`config.mk`:
```
export PLATFORM = sky130hd
export DESIGN_NAME = celloutsig_pipe
export DESIGN_NICKNAME = d
export VERILOG_FILES = /design/src/rtl/celloutsig_pkg.sv /design/src/rtl/celloutsig_stage.sv /design/src/rtl/celloutsig_pipe.sv
export SDC_FILE = /design/constraint.sdc
export NUM_CORES = 1
export LEC_CHECK = 0
export BUFFER_PORTS_ARGS = -buffer_cell sky130_fd_sc_hd__clkbuf_2
export CORE_UTILIZATION = 40
export CTS_CLUSTER_DIAMETER = 40
export DETAILED_ROUTE_END_ITERATION = 16
export HOLD_SLACK_MARGIN = 0.15
export MAX_ROUTING_LAYER = met4
export SLEW_MARGIN = 10
export SYNTH_ARGS = -nofsm -noshare
export SYNTH_HDL_FRONTEND = slang
export SYNTH_SLANG_ARGS = --single-unit
export TNS_END_PERCENT = 1
```
`constraint.sdc`:
```
create_clock -name clk -period 16.2 [get_ports clk]
set_input_delay 3.24 -clock clk [delete_from_list [all_inputs] [get_ports clk]]
set_output_delay 3.24 -clock clk [all_outputs]
set_load 0.005 [all_outputs]
```
`src/rtl/celloutsig_pkg.sv`:
```
// Shared types and the per-lane cell function for the celloutsig pipeline.
// Pure combinational helpers only; no state lives here.
package celloutsig_pkg;

  localparam int LANE_W = 32;

  typedef enum logic [1:0] {
    MODE_LEGACY = 2'd0,
    MODE_PARITY = 2'd1,
    MODE_FOLD   = 2'd2,
    MODE_PASS   = 2'd3
  } mode_e;

  function automatic logic [LANE_W-1:0] lane_cell(
    input mode_e             m,
    input logic [LANE_W-1:0] w,
    input logic [LANE_W-1:0] w_prev
  );
    logic [LANE_W-1:0] r;
    r = '0;
    case (m)
      MODE_LEGACY: r[0] = (w[31:30] != 2'b00) & w[17];
      MODE_PARITY: begin
        for (int i = 0; i < 4; i++) begin
          r[i] = ^w[8*i +: 8];
        end
      end
      MODE_FOLD:   r = w | w_prev;
      default:     r = w;
    endcase
    return r;
  endfunction

endpackage

```
`src/rtl/celloutsig_stage.sv`:
```
// One pipeline register (valid + data); loads on en, holds otherwise.
// Latency 1 cycle; stalls by holding when en is low.
module celloutsig_stage #(
  parameter int W = 96
) (
  input  logic         clk,
  input  logic         rst,
  input  logic         en,
  input  logic         d_valid,
  input  logic [W-1:0] d_data,
  output logic         q_valid,
  output logic [W-1:0] q_data
);

  always_ff @(posedge clk or posedge rst) begin
    if (rst) begin
      q_valid <= 1'b0;
      q_data  <= '0;
    end else if (en) begin
      q_valid <= d_valid;
      q_data  <= d_data;
    end
  end

endmodule

```
`src/rtl/celloutsig_pipe.sv`:
```
// Lane-wise cell function, STAGES-deep stallable pipeline, running signature and beat count.
// Latency STAGES cycles; whole pipe freezes while out_valid & ~out_ready.
module celloutsig_pipe
  import celloutsig_pkg::*;
#(
  parameter int DATA_W = 96,
  parameter int STAGES = 3,
  parameter int CNT_W  = 16
) (
  input  logic              clk,
  input  logic              rst,
  input  logic              in_valid,
  output logic              in_ready,
  input  logic [1:0]        mode,
  input  logic [DATA_W-1:0] in_data,
  output logic              out_valid,
  input  logic              out_ready,
  output logic [DATA_W-1:0] out_data,
  input  logic              clear,
  output logic [DATA_W-1:0] sig,
  output logic [CNT_W-1:0]  beat_cnt
);

  localparam int LANES = DATA_W / LANE_W;

  logic              adv;
  logic              hs;
  logic [DATA_W-1:0] cell_data;
  logic [STAGES:0]   stg_valid;
  logic [DATA_W-1:0] stg_data [0:STAGES];

  always_comb begin
    cell_data = '0;
    for (int k = 0; k < LANES; k++) begin
      cell_data[k*LANE_W +: LANE_W] = lane_cell(mode_e'(mode),
          in_data[k*LANE_W +: LANE_W],
          in_data[((k + LANES - 1) % LANES)*LANE_W +: LANE_W]);
    end
  end

  // Bubbles are never collapsed: one global advance keeps latency fixed at STAGES.
  assign adv      = ~(out_valid & ~out_ready);
  assign in_ready = adv & ~rst;

  assign stg_valid[0] = in_valid;
  assign stg_data[0]  = cell_data;

  for (genvar i = 0; i < STAGES; i++) begin : g_stage
    celloutsig_stage #(.W(DATA_W)) u_stage (
      .clk     (clk),
      .rst     (rst),
      .en      (adv),
      .d_valid (stg_valid[i]),
      .d_data  (stg_data[i]),
      .q_valid (stg_valid[i+1]),
      .q_data  (stg_data[i+1])
    );
  end

  assign out_valid = stg_valid[STAGES];
  assign out_data  = stg_data[STAGES];
  assign hs        = out_valid & out_ready;

  // clear wins over a coincident handshake; the beat still leaves the pipe.
  always_ff @(posedge clk or posedge rst) begin
    if (rst) begin
      sig      <= '0;
      beat_cnt <= '0;
    end else if (clear) begin
      sig      <= '0;
      beat_cnt <= '0;
    end else if (hs) begin
      sig <= {sig[DATA_W-2:0], sig[DATA_W-1]} ^ out_data;
      if (beat_cnt != '1) begin
        beat_cnt <= beat_cnt + CNT_W'(1);
      end
    end
  end

endmodule
```
==> flow_results.org <==
** Outcome
- Result of the run :: finished clean

** Critical path
- Worst endpoint data arrival time :: 3930 ps
- Crit Reg-Reg Startpoint :: g_stage[2].u_stage.q_valid
- In this run the worst path has a maximum fanout of 5.
- In this design, the stage delay of the slowest critical-path cell is around 320 ps.
- STA classifies the critical path startpoint as an input pin.
- On the critical path, the stage with the largest delay is an instance of sky130_fd_sc_hd__nor2b_4.
- First element of the critical path :: out_ready
- The critical path in this run is classified as in -> out.
- The worst setup path is captured at an output port.
- Traced cell by cell, the critical path runs through clkbuf_2, nor2b_4, nor2_1, clkbuf_2.
- Among the stages of the critical path, the cell type that occurs most often is sky130_fd_sc_hd__clkbuf_2.
- Data on the critical path is required at its endpoint by 12960 ps.

** STA
- Setup violations remaining at the end of the flow were counted as 0.
- Setup repair after global routing missed its margin :: no
- For the finished layout, the period the worst path requires is 7170 ps.
- Highest Clock Rate :: around 0.14 GHz
- Maximum clock skew at final layout :: 28.8 ps
- Hold is met by between 400 and 500 ps.
- Post-route fraction of the period consumed by the critical path :: 44.2%
- Final hold vios :: 0
- For the pin with the worst max-slew slack, the measured transition is about 1200 ps.
- Setup TNS Final :: 0 ps
- The max-slew violation total from the final report is 0.
- Headroom to the max-slew limit came out at 17.5%.

** Synthesis
- Counting every net in the synthesized netlist gives about 2.0k.
- Summed over all instances, the cell type with the most area after synthesis is sky130_fd_sc_hd__dfrtp_1.
- Synthesis produced 1854 cells.
- Post-synthesis area per instance :: 9.36 um^2
- Share of Yosys cell area claimed by the top area cell type :: about three fifths
- Share of the yosys chip area belonging to registers :: 58.1%
- Asr flop ratio synth :: 100%
- Top FF cell, synth :: sky130_fd_sc_hd__dfrtp_1
- The cell area that synthesis handed to floorplanning was 17300 um^2.
- Library cells used by synthesis :: 38
- Number of storage elements in the synthesis netlist :: 403
- During synthesis, Yosys emitted a total of 0 warnings.
- Post-synth EDFFs :: 0
- Top area cells in the synthesized netlist :: sky130_fd_sc_hd__dfrtp_1 58%, sky130_fd_sc_hd__nand2_1 15%, sky130_fd_sc_hd__xnor2_1 7.9%

** Clock tree
- TritonCTS built the clock tree.
- At the later pin of the worst-skew pair, clock insertion delay measures 620 ps.
- After clock tree synthesis, the repair step resized 0 gates.
- Counting every sink on the clock net gives 403.
- The tree is rooted in a sky130_fd_sc_hd__clkbuf_16.
- H-tree lvl count :: 2
- Largest buffer count on any clock path :: 3
- TritonCTS created 61 clock buffers.
- Clock-pin slew was measured on the worst setup and hold paths at 60 ps.
- For this design, the CTS-stage hold fixing added 0 buffers.
- Post-CTS setup-driven buffer insertion count :: 0

** Floorplan
- Total Die Area :: 44200 um^2
- The floorplan step set the die height to 210 um.
- Row generation in the floorplan step produced 75 rows.
- Once the floorplan was initialized, standard cells occupied between 40% and 50% of the core.
- Placeable core area :: 42300 um^2
- Width of the chip :: 210 um
- Number of primary I/O pins :: between 300 and 400

** Drt
- DRC violation count after routing :: 0
- Routed met2 length :: 22.2 mm
- Across all layers, the routed design uses 13.7k vias.
- Detail Route Antenna Nets :: 0
- In the routed layout, each cell is associated on average with a via count of 4.98.
- Summed over all nets, wire length on met3 after detailed routing comes to 2.37 mm.
- In the final routing, the length of wire on met1 measures 23.2 mm.
- Summed over all layers, the routed wires come to 49.4 mm.
- Detailed Route Iter0 Violations :: slightly above 1k
- The detailed router used layers up to and including met4.
- Wire length per cell after detailed routing :: 17.9 um
- DR pass1 iterations :: 7

** Power and ir drop
- VDD sags by at most 0.0834 mV.
- Flop pwr share :: 42.0%
- The internal portion of the total power is 2.50 mW.
- Clock network fraction of total power :: 35.8%
- For this design the static power due to leakage is approximately 10 nW.
- Combinational logic burns roughly 22% of the power.
- Total power density per cell area :: about 170 nW/um^2
- Switching Fraction :: 33.4%
- Switch Pwr :: 1.25 mW

** Layout
- Post-route cell area :: 21400 um^2
- Area grow syn2layout :: 23.6%
- Leading cell type in the layout, fill and taps excluded :: sky130_fd_sc_hd__nand2_1
- The library cells used most frequently in the layout, excluding fill and tap cells, are 683 x sky130_fd_sc_hd__nand2_1, 403 x sky130_fd_sc_hd__dfrtp_1, 311 x sky130_fd_sc_hd__clkbuf_2.
- Count of filler cells inserted in the layout :: 4031
- Final Net Count :: 2233
- The finished layout holds 2757 standard cells, fillers aside.
- Share of layout cells above drive strength 1 :: 20.4%

** Global route
- GRT overflow :: 0
- Vias in the first global route :: ~13k
- Antenna violations before repair :: 2
- Maximum number of pins on one net before global-route repair :: between 200 and 250
- The first global-routing pass estimated roughly 77 mm of wire.
- For this run, the total global-route usage over all layers was measured as 23.1%.

** Placement
- Buffers placed on the I/O ports in this run total 312.
- Placer Congestion :: 0.873
- HPWL Detailed :: between 30 and 40 mm
- Placed Cells incl. Taps :: 2640
- Once placement finished, the instance area stood at 19300 um^2.

** Worst hold path
- The tightest min-delay check is of the reg -> reg type.
- The startpoint identified for the worst hold timing path is g_stage[1].u_stage.q_data[15].

** Run
- Maximum Capacitance Violations :: 0
Yosys cell counts (11+ instances only):
cell type	count
sky130_fd_sc_hd__nand2_1	684
sky130_fd_sc_hd__o21ai_0	88
sky130_fd_sc_hd__o31ai_1	11
sky130_fd_sc_hd__o221ai_1	12
sky130_fd_sc_hd__xnor2_1	156
sky130_fd_sc_hd__a211oi_1	96
sky130_fd_sc_hd__buf_1	12
sky130_fd_sc_hd__xor2_1	21
sky130_fd_sc_hd__dfrtp_1	403
sky130_fd_sc_hd__a21oi_1	111
sky130_fd_sc_hd__clkbuf_1	91
sky130_fd_sc_hd__nor2_1	98
registers in the layout, summed over array words and instances (netlist names):
register and cells:
g_stage.u_stage.q_data 288, sig 96, g_stage.u_stage.q_valid 3, beat_cnt 16
layout make-up:
type	count	area [um^2]	share of cell area, %
antenna	2	5.00	0.0233
tap	577	722	3.37
multi-input combinational	1328	6790	31.7
sequential	403	10100	47.0
clock buffer	75	1680	7.83
timing repair buffer	323	1670	7.79
inverter	9	41.3	0.193
clock inverter	40	450	2.10
final timing paths:
check	to	slack, ps	depth (start not counted)
max	in_ready	9030	4
min	g_stage[2].u_stage.q_data[15]	460	2
max reg2reg	g_stage[0].u_stage.q_data[0]	13430	4
min reg2reg	g_stage[2].u_stage.q_data[15]	460	2
max in group asynchronous	sig[9]	11170	4
min in group asynchronous	sig[47]	2690	2
power groups by stage:
stage / Clock [mW] / Combinational (mW) / Sequential [mW]
floorplan: 0 / 0.534 / 1.50
global placement: 0 / 0.824 / 1.59
detailed placement: 0 / 0.842 / 1.60
CTS: 1.37 / 0.847 / 1.58
global route: 1.42 / 0.948 / 1.62
finish: 1.34 / 0.833 / 1.58
stage by stage:
step / power, mW / util, % / setup slack (ps)
after detailed placement: 2.44 / 45.6 / 9020
after global placement: 2.41 / 45.6 / 9030
after global routing: 3.98 / 50.7 / 9000
after CTS: 3.80 / 50.7 / 9020
after floorplan: 2.04 / - / 1750
final: 3.75 / 50.7 / 9030
critical path, delay by kind of cell:
kind / cells / cell delay [ps]
buf+inv: 2 / 270
simple gates: 2 / 410
logic make-up (layout without fill, tap and decap cells):
| logic type | Yosys count | after routing | synth area share, % |
|---|---|---|---|
| other | 0 | 2 | 0 |
| flip-flops | 403 | 403 | 58.1 |
| adder cells (fa/ha/maj) | 4 | 4 | 0.289 |
| buffers and inverters | 123 | 447 | 2.81 |
| AND/OR/NAND/NOR | 824 | 824 | 18.6 |
| XOR/XNOR | 177 | 177 | 8.94 |
| AO/OA/AOI/OAI | 323 | 323 | 11.2 |
routing by layer:
layer,vias up,GRT usage [%]
met2,354,33.4
met1,6639,32.6
li1,6658,-
met4,0,8.26
met5,-,-
met3,83,4.04
Note: power is estimated with default switching activity, not from simulation.
